<file path="src/rtl/fb_write_sequencer.sv">
// Writes synchronised SPI pixel words into the back bank of a double-buffered
// HUB75 framebuffer and swaps banks on the display scanner's safe point.
module fb_write_sequencer #(
  parameter int BITS_PER_PIXEL = 16,
  parameter int COL_BITS       = 6,
  parameter int ROW_BITS       = 5
) (
  input  logic                         clk,
  input  logic                         reset,
  input  logic                         pixel_clk_in,
  input  logic [BITS_PER_PIXEL-1:0]    pixel_data_in,
  input  logic                         frame_sync,
  input  logic                         swap_ok,
  input  logic                         clear_overrun,
  output logic                         wr_en,
  output logic [COL_BITS+ROW_BITS-1:0] wr_addr,
  output logic [BITS_PER_PIXEL-1:0]    wr_data,
  output logic                         wr_bank,
  output logic                         disp_bank,
  output logic                         frame_done,
  output logic                         overrun
);

  localparam int AW = COL_BITS + ROW_BITS;
  localparam logic [AW-1:0] LAST = '1;

  typedef enum logic {
    FILL,
    WAIT_SWAP
  } state_t;

  state_t          state, state_n;
  logic            sync1, sync2, hist;
  logic            pix_edge;
  logic [AW-1:0]   cnt, cnt_n, addr_n;
  logic            we_n, bank_n, done_n, ovr_set;

  // Receiver idles with the strobe high, so reset to 1 to avoid a false edge.
  always_ff @(posedge clk or posedge reset) begin
    if (reset) begin
      sync1 <= 1'b1;
      sync2 <= 1'b1;
      hist  <= 1'b1;
    end else begin
      sync1 <= pixel_clk_in;
      sync2 <= sync1;
      hist  <= sync2;
    end
  end

  assign pix_edge  = sync2 & ~hist;
  assign disp_bank = ~wr_bank;

  always_ff @(posedge clk or posedge reset) begin
    if (reset) begin
      state <= FILL;
      cnt   <= '0;
    end else begin
      state <= state_n;
      cnt   <= cnt_n;
    end
  end

  always_comb begin
    state_n = state;
    cnt_n   = cnt;
    addr_n  = wr_addr;
    we_n    = 1'b0;
    bank_n  = wr_bank;
    done_n  = 1'b0;
    ovr_set = 1'b0;
    if (frame_sync) begin
      // Restart in the current bank; a same-cycle pixel becomes pixel 0.
      state_n = FILL;
      cnt_n   = '0;
      if (pix_edge) begin
        we_n   = 1'b1;
        addr_n = '0;
        cnt_n  = AW'(1);
      end
    end else begin
      case (state)
        FILL: begin
          if (pix_edge) begin
            we_n   = 1'b1;
            addr_n = cnt;
            cnt_n  = cnt + AW'(1);
            if (cnt == LAST) state_n = WAIT_SWAP;
          end
        end
        WAIT_SWAP: begin
          if (swap_ok) begin
            state_n = FILL;
            bank_n  = ~wr_bank;
            done_n  = 1'b1;
            cnt_n   = '0;
            if (pix_edge) begin
              we_n   = 1'b1;
              addr_n = '0;
              cnt_n  = AW'(1);
            end
          end else if (pix_edge) begin
            ovr_set = 1'b1;
          end
        end
        default: state_n = FILL;
      endcase
    end
  end

  always_ff @(posedge clk or posedge reset) begin
    if (reset) begin
      wr_en      <= 1'b0;
      wr_addr    <= '0;
      wr_data    <= '0;
      wr_bank    <= 1'b0;
      frame_done <= 1'b0;
      overrun    <= 1'b0;
    end else begin
      wr_en      <= we_n;
      wr_addr    <= addr_n;
      wr_bank    <= bank_n;
      frame_done <= done_n;
      if (pix_edge) wr_data <= pixel_data_in;
      if (ovr_set)            overrun <= 1'b1;
      else if (clear_overrun) overrun <= 1'b0;
    end
  end

endmodule

</file>
<file path="config.mk">
export PLATFORM = sky130hd
export DESIGN_NAME = fb_write_sequencer
export DESIGN_NICKNAME = d
export VERILOG_FILES = /design/src/rtl/fb_write_sequencer.sv
export SDC_FILE = /design/constraint.sdc
export NUM_CORES = 1
export LEC_CHECK = 0
export CAP_MARGIN = 20
export CELL_PAD_IN_SITES_DETAIL_PLACEMENT = 1
export CELL_PAD_IN_SITES_GLOBAL_PLACEMENT = 1
export CORE_MARGIN = 1.5
export CORE_UTILIZATION = 36
export DETAILED_ROUTE_END_ITERATION = 10
export PLACE_DENSITY_LB_ADDON = 0.1
export SYNTH_ARGS = -nofsm -noshare
export SYNTH_HDL_FRONTEND = slang
export SYNTH_SLANG_ARGS = --single-unit
</file>
<file path="constraint.sdc">
create_clock -name clk -period 1.8 [get_ports clk]
set_input_delay 0.45 -clock clk [delete_from_list [all_inputs] [get_ports clk]]
set_output_delay 0.45 -clock clk [all_outputs]
set_load 0.02 [all_outputs]
</file>
==> impl_metrics.env, run 1 <==
export IMPL_status="complete, no violations"
export IMPL_gp_congestion=0.805
export IMPL_drive_gt1_share_pct=12.8
export IMPL_reg2reg_depth=3
export IMPL_yosys_area_share_simple_pct=22.2
export IMPL_crit_slowest_cell="clkdlybuf4s50_1"
export IMPL_hold_start="sync1"
export IMPL_final_setup_viol_count=0
export IMPL_root_buffer="clkbuf_8"
export IMPL_num_vias=1478
export IMPL_fin_crit_ns=1.74
export IMPL_fin_skew_ns=0.00692
export IMPL_cts_setup_buffers=0
export IMPL_die_area_sq_um=5700
export IMPL_mostFrequentLayoutCells="nand2_1 (54), clkdlybuf4s50_1 (50), dfrtp_1 (43)"
export IMPL_drv_cap=0
export IMPL_finalHoldViolCount=0
export IMPL_n_antenna_cell=0
export IMPL_mostFrequentLayoutCell="nand2_1"
export IMPL_rows=26
export IMPL_antenna_found_initial=0
export IMPL_synth_nets=200
export IMPL_die_h_um=75.5
export IMPL_swShare_pct=26.5
export IMPL_cts_buffers=5
export IMPL_drt_pass1_iter_count=4
export IMPL_syn_to_final_growth_pct=40.8
export IMPL_drc=0
export IMPL_path_cells="clkdlybuf4s50_1"
export IMPL_grt_first_pass_wirelength_um=7690
export IMPL_arrival_ns=1.29
export IMPL_p_seq_share_pct=52.5
export IMPL_initial_utilization_pct=37.3
export IMPL_yosysSeqAreaShare_pct=61.0
export IMPL_crit_path_max_fanout=3
export IMPL_cts_tree="yes"
export IMPL_synth_edf_count=0
export IMPL_yosysWarnings=0
export IMPL_synth_area_sq_um=1890
export IMPL_yosysUniqueCellTypes=33
export IMPL_nets=265
export IMPL_finalCritPeriodShare_pct=96.5
export IMPL_end_kind="output port"
export IMPL_worst_slack_ns=0.0626
export IMPL_synthXorXnorAreaFrac_pct=4.17
export IMPL_syn_area_per_cell_sq_um=10.7
export IMPL_critPathTopFamily="buffers and inverters"
export IMPL_worst_r2r_endpoint="cnt[9]"
export IMPL_p_sw_uw=569
export IMPL_overflow=0
export IMPL_die_width_um=75.5
export IMPL_dr_first_iter_drc_count=53
export IMPL_drt_wl_total_um=4670
export IMPL_crit_required_ns=1.35
export IMPL_viasPerCell=4.72
export IMPL_tns_ns=0
export IMPL_synth_area_leader_cell="dfrtp_1"
export IMPL_synth_top_family_by_area="simple AND/OR/NAND/NOR gates"
export IMPL_worstSetupPathType="flip-flop to output port"
export IMPL_hpwl_um=3490
export IMPL_synth_compound_area_share_pct=8.00
export IMPL_p_per_area_nw_per_um2=806
export IMPL_tightest_slew_ns=0.390
export IMPL_clk_pin_slew_ns=0.09
export IMPL_synth_ff_type="dfrtp_1"
export IMPL_grtUsageTotal_pct=18.4
export IMPL_drv_slew=0
export IMPL_synth_top_cell_area_share_pct=56.9
export IMPL_synth_seq_cells=46
export IMPL_min_path_type="flip-flop to flip-flop"
export IMPL_muxShareOfSynthArea_pct=0.595
export IMPL_max_freq_ghz=0.576
export IMPL_grt_pass1_vias=1612
export IMPL_slew_headroom_pct=73.9
export IMPL_core_area_sq_um=5070
export IMPL_grt_max_degree=25
export IMPL_start_kind="flip-flop"
export IMPL_synth_fa_ha_area_share_pct=0.661
export IMPL_combPwrFrac_pct=16.7
export IMPL_num_fill_cells=579
export IMPL_regToRegStartpoint="sync2"
export IMPL_p_leak_uw=0.00127
export IMPL_cts_sinks=46
export IMPL_antenna_left=0
export IMPL_detail_route_wl_per_cell_um=14.9
export IMPL_rsz0062_at_grt="no"
export IMPL_worstSkewPairLatency_ns=0.30
export IMPL_path_buf_inv=1
export IMPL_worstHoldEndpoint="sync2"
export IMPL_async_reset_ff_share_pct=100
export IMPL_pwr_share_clk_pct=30.8
export IMPL_htree_levels=2
export IMPL_ir_drop_mv=0.454
export IMPL_ys_top_cells_by_area="dfrtp_1 (57%), nand2_1 (11%), a22o_1 (4.6%)"
export IMPL_pre_cts_ws_ns=-0.0292
export IMPL_syn_instance_count=177
export IMPL_p_int_uw=1580
export IMPL_min_delay_path_depth=0
export IMPL_ios=54
export IMPL_portBuffers=53
export IMPL_slowest_delay_ns=0.61
export IMPL_clock_path_buffers=2
export IMPL_reg2reg_slack_ns=0.23
[flip-flops by register name (all words and copies together), names as in the netlist]
name,cells
overrun,1
sync1,1
frame_done,1
wr_en,1
state,1
sync2,1
wr_data,16
hist,1
cnt,11
wr_bank,1
wr_addr,11
[stage by stage]
stage | total power, uW | instance area (sq um) | hold slack (ns) | utilization, % | instances
after floorplan | 1310 | 1890 | 0.345 | - | 177
after global placement | 1500 | 2560 | 0.347 | 50.5 | 305
after detailed placement | 1510 | 2560 | 0.351 | 50.5 | 305
after CTS | 2180 | 2660 | 0.364 | 52.4 | 313
after global routing | 2250 | 2660 | 0.369 | 52.5 | 313
final | 2150 | 2660 | 0.364 | 52.5 | 313
[cell families after synthesis]
group,count (synthesis)
AO/OA/AOI/OAI,19
XOR/XNOR,9
adder cells (fa/ha/maj),1
buffers and inverters,14
flip-flops,46
multiplexers,1
AND/OR/NAND/NOR,87
[area by class of cell]
type	instances	area, sq um	area share [%]
clock buffer	6	82.6	3.10
inverter	7	28.8	1.08
tap	70	87.6	3.29
sequential	46	1150	43.4
timing repair buffer	65	624	23.4
clock inverter	2	12.5	0.470
multi-input combinational	117	673	25.3
[metal layers]
layer | wire, um | global-route usage, % | share of wire [%] | vias to the layer above
met5 | 0 | 0 | 0 | -
met4 | 63 | 6.55 | 1.4 | 0
met1 | 1990 | 21.9 | 43 | 730
met2 | 2420 | 32.3 | 52 | 32
li1 | - | - | - | 708
met3 | 183 | 4.50 | 3.9 | 8
[how the worst max path moves through the flow]
stage	start	endpoint	slack, ns	cells past startpoint
after floorplan	reset	cnt[0]	0.27	1
after global placement	frame_sync	cnt[0]	0.02	5
after detailed placement	frame_sync	cnt[9]	-0.03	5
after CTS	wr_addr[7]	wr_addr[7]	0.03	1
after global routing	overrun	overrun	0.01	1
final	wr_addr[10]	wr_addr[10]	0.06	1
[power by group through the flow]
stage / registers, uW / logic (uW) / clock network [uW]
4_1_cts: 1130 / 367 / 680
2_1_floorplan: 1210 / 101 / 0
3_5_place_dp: 1150 / 366 / 0
5_1_grt: 1140 / 395 / 716
3_3_place_gp: 1150 / 354 / 0
6_report: 1130 / 359 / 661
[what timing repair did]
| action | CTS | global route |
|---|---|---|
| pin swaps | 0 | 0 |
| cloned | 0 | 0 |
| gates resized for setup | 1 | 2 |
| hold buffers | 0 | 0 |
| endpoints found under the setup margin | 1 | 2 |
| endpoints found under the hold margin | 0 | 0 |
[cells in the mapped netlist (2+ instances only)]
cell type,instances
nand2_1,54
dfrtp_1,43
nor2_1,12
a22o_1,10
buf_2,7
xor2_1,6
inv_1,5
nand4_1,5
dfstp_2,3
nand3_1,3
o21ai_0,3
xnor2_1,3
and3_1,2
nand2b_1,2
Note: power is estimated with default switching activity, not from simulation.
==> run 2, diff against run 1 <==
==> constraint.sdc (replaced) <==
create_clock -name clk -period 1.6 [get_ports clk]
set_input_delay 0.4 -clock clk [delete_from_list [all_inputs] [get_ports clk]]
set_output_delay 0.4 -clock clk [all_outputs]
set_load 0.02 [all_outputs]
==> run 2 against run 1 <==
Against the previous run:
- worst setup slack better by 0.036 ns
- critical path depth up 4
- via count up 1.2%
- register-to-register slack worse by 0.09 ns
- die area unchanged
- cell count up 1.3%
- clock power up 25%
- highest routed layer unchanged
==> impl_metrics.env, run 2 (synthesized netlist as in run 1, its figures left out) <==
export IMPL_rsz0062_at_grt="no"
export IMPL_crit_cells=5
export IMPL_root_buffer="clkbuf_8"
export IMPL_end_kind="flip-flop"
export IMPL_crit_slowest_cell="clkdlybuf4s50_1"
export IMPL_n_antenna_cell=0
export IMPL_grt_first_pass_wirelength_um=7310
export IMPL_mostFrequentLayoutCells="nand2_1 (54), dfrtp_1 (43), dlygate4sd2_1 (32)"
export IMPL_top_register="wr_data"
export IMPL_portBuffers=53
export IMPL_gp_congestion=0.796
export IMPL_initial_utilization_pct=37.3
export IMPL_p_leak_uw=0.00136
export IMPL_p_sw_uw=604
export IMPL_antenna_left=0
export IMPL_p_seq_share_pct=51.4
export IMPL_critPathTopFamily="buffers and inverters"
export IMPL_rows=26
export IMPL_cts_setup_buffers=0
export IMPL_final_util_pct=52.9
export IMPL_clk_pin_slew_ns=0.08
export IMPL_nets=269
export IMPL_finalHoldViolCount=0
export IMPL_slowest_delay_ns=0.48
export IMPL_combPwrFrac_pct=15.1
export IMPL_grt_pass1_vias=1520
export IMPL_reg2reg_slack_ns=0.14
export IMPL_ios=54
export IMPL_worstSkewPairLatency_ns=0.30
export IMPL_worstSetupPathType="primary input to flip-flop"
export IMPL_overflow=0
export IMPL_ir_drop_mv=0.412
export IMPL_finalCritPeriodShare_pct=93.8
export IMPL_grt_max_degree=47
export IMPL_max_freq_ghz=0.666
export IMPL_worst_r2r_endpoint="cnt[8]"
export IMPL_core_area_sq_um=5070
export IMPL_largestRegisters="wr_data x16, cnt x11, wr_addr x11"
export IMPL_pwr_share_clk_pct=33.5
export IMPL_detail_route_wl_per_cell_um=14.2
export IMPL_crit_path_max_fanout=5
export IMPL_postCtsHoldBufs=0
export IMPL_p_per_area_nw_per_um2=919
export IMPL_drc=0
export IMPL_dr_first_iter_drc_count=69
export IMPL_die_width_um=75.5
export IMPL_p_int_uw=1860
export IMPL_slew_headroom_pct=81.6
export IMPL_start_kind="primary input"
export IMPL_fin_skew_ns=0.00846
export IMPL_drv_slew=0
export IMPL_endpoint="state"
export IMPL_grtUsageTotal_pct=17.5
export IMPL_startpoint="frame_sync"
export IMPL_antenna_found_initial=0
export IMPL_mostFrequentLayoutCell="nand2_1"
export IMPL_cts_sinks=46
export IMPL_htree_levels=2
export IMPL_final_setup_viol_count=0
export IMPL_num_vias=1496
export IMPL_die_area_sq_um=5700
export IMPL_die_h_um=75.5
export IMPL_largest_reg_flops=16
export IMPL_status="complete, no violations"
export IMPL_cts_buffers=5
export IMPL_whs_ns=0.352
export IMPL_regToRegStartpoint="cnt[0]"
export IMPL_drt_pass1_iter_count=3
export IMPL_swShare_pct=24.5
export IMPL_path_cells="clkdlybuf4s50_1 > nor4b_2 > buf_4 > nand4_1 > o21ai_0"
export IMPL_wl_met1_um=1930
export IMPL_wl_met3_um=151
export IMPL_met2_length_um=2360
export IMPL_tightest_slew_ns=0.276
export IMPL_viasPerCell=4.72
export IMPL_cts_tree="yes"
export IMPL_reg2reg_depth=5
export IMPL_hpwl_um=3390
export IMPL_drive_gt1_share_pct=13.8
export IMPL_fin_crit_ns=1.50
export IMPL_drv_cap=0
export IMPL_clock_path_buffers=2
export IMPL_crit_required_ns=1.82
export IMPL_min_path_type="flip-flop to flip-flop"
export IMPL_syn_to_final_growth_pct=42.0
export IMPL_path_buf_inv=2
export IMPL_arrival_ns=1.72
export IMPL_drt_wl_total_um=4510
export IMPL_top_layer="met4"
run 2: what timing repair did:
action | 4_1_cts | 5_1_grt
cloned | 0 | 0
setup endpoints to repair | 32 | 1
resized for setup | 32 | 1
pin swaps | 0 | 0
run 2: worst min-delay path by stage:
stage,cells past startpoint,from,end
finish,0,sync1,sync2
global route,0,sync1,sync2
CTS,0,sync1,sync2
detailed placement,0,sync1,sync2
global placement,0,sync1,sync2
floorplan,0,sync1,sync2
run 2: stage by stage:
step	cell area [sq um]	total power (uW)	TNS, ns	setup WS, ns	std cells
final	2690	2470	0	0.0991	317
after global routing	2690	2600	0	0.00468	317
after CTS	2690	2520	0	0.0732	317
after detailed placement	2620	1720	-1.77	-0.178	309
after global placement	2620	1700	-1.07	-0.129	309
after floorplan	1890	1470	0	0.117	177
run 2: power by group through the flow:
stage,clock network (uW),registers [uW],logic (uW)
2_1_floorplan,0,1360,114
3_3_place_gp,0,1290,411
3_5_place_dp,0,1290,423
4_1_cts,871,1270,382
5_1_grt,908,1280,412
6_report,828,1270,373
run 2: cell type report:
cell class,count,area [sq um]
timing repair buffer,69,636
inverter,7,28.8
clock inverter,1,30.0
multi-input combinational,117,673
fill,581,2390
sequential,46,1150
clock buffer,7,76.3
tap,70,87.6
run 2: per-layer routing:
metal  global-route usage, %  vias to the layer above
met5                       0                        -
met4                    5.95                        0
met1                    20.7                      741
met3                    4.50                        7
li1                        -                      719
met2                    30.9                       29
==> run 3, diff against run 2 <==
--- a/config.mk
+++ b/config.mk
@@ -10,6 +10,7 @@
 export CELL_PAD_IN_SITES_GLOBAL_PLACEMENT = 1
 export CORE_MARGIN = 1.5
 export CORE_UTILIZATION = 36
+export CTS_CLUSTER_SIZE = 28
 export DETAILED_ROUTE_END_ITERATION = 10
 export PLACE_DENSITY_LB_ADDON = 0.1
 export SYNTH_ARGS = -nofsm -noshare
==> results of run 3 <==
No change in the layout: final DEF, timing and power equal those of run 2.
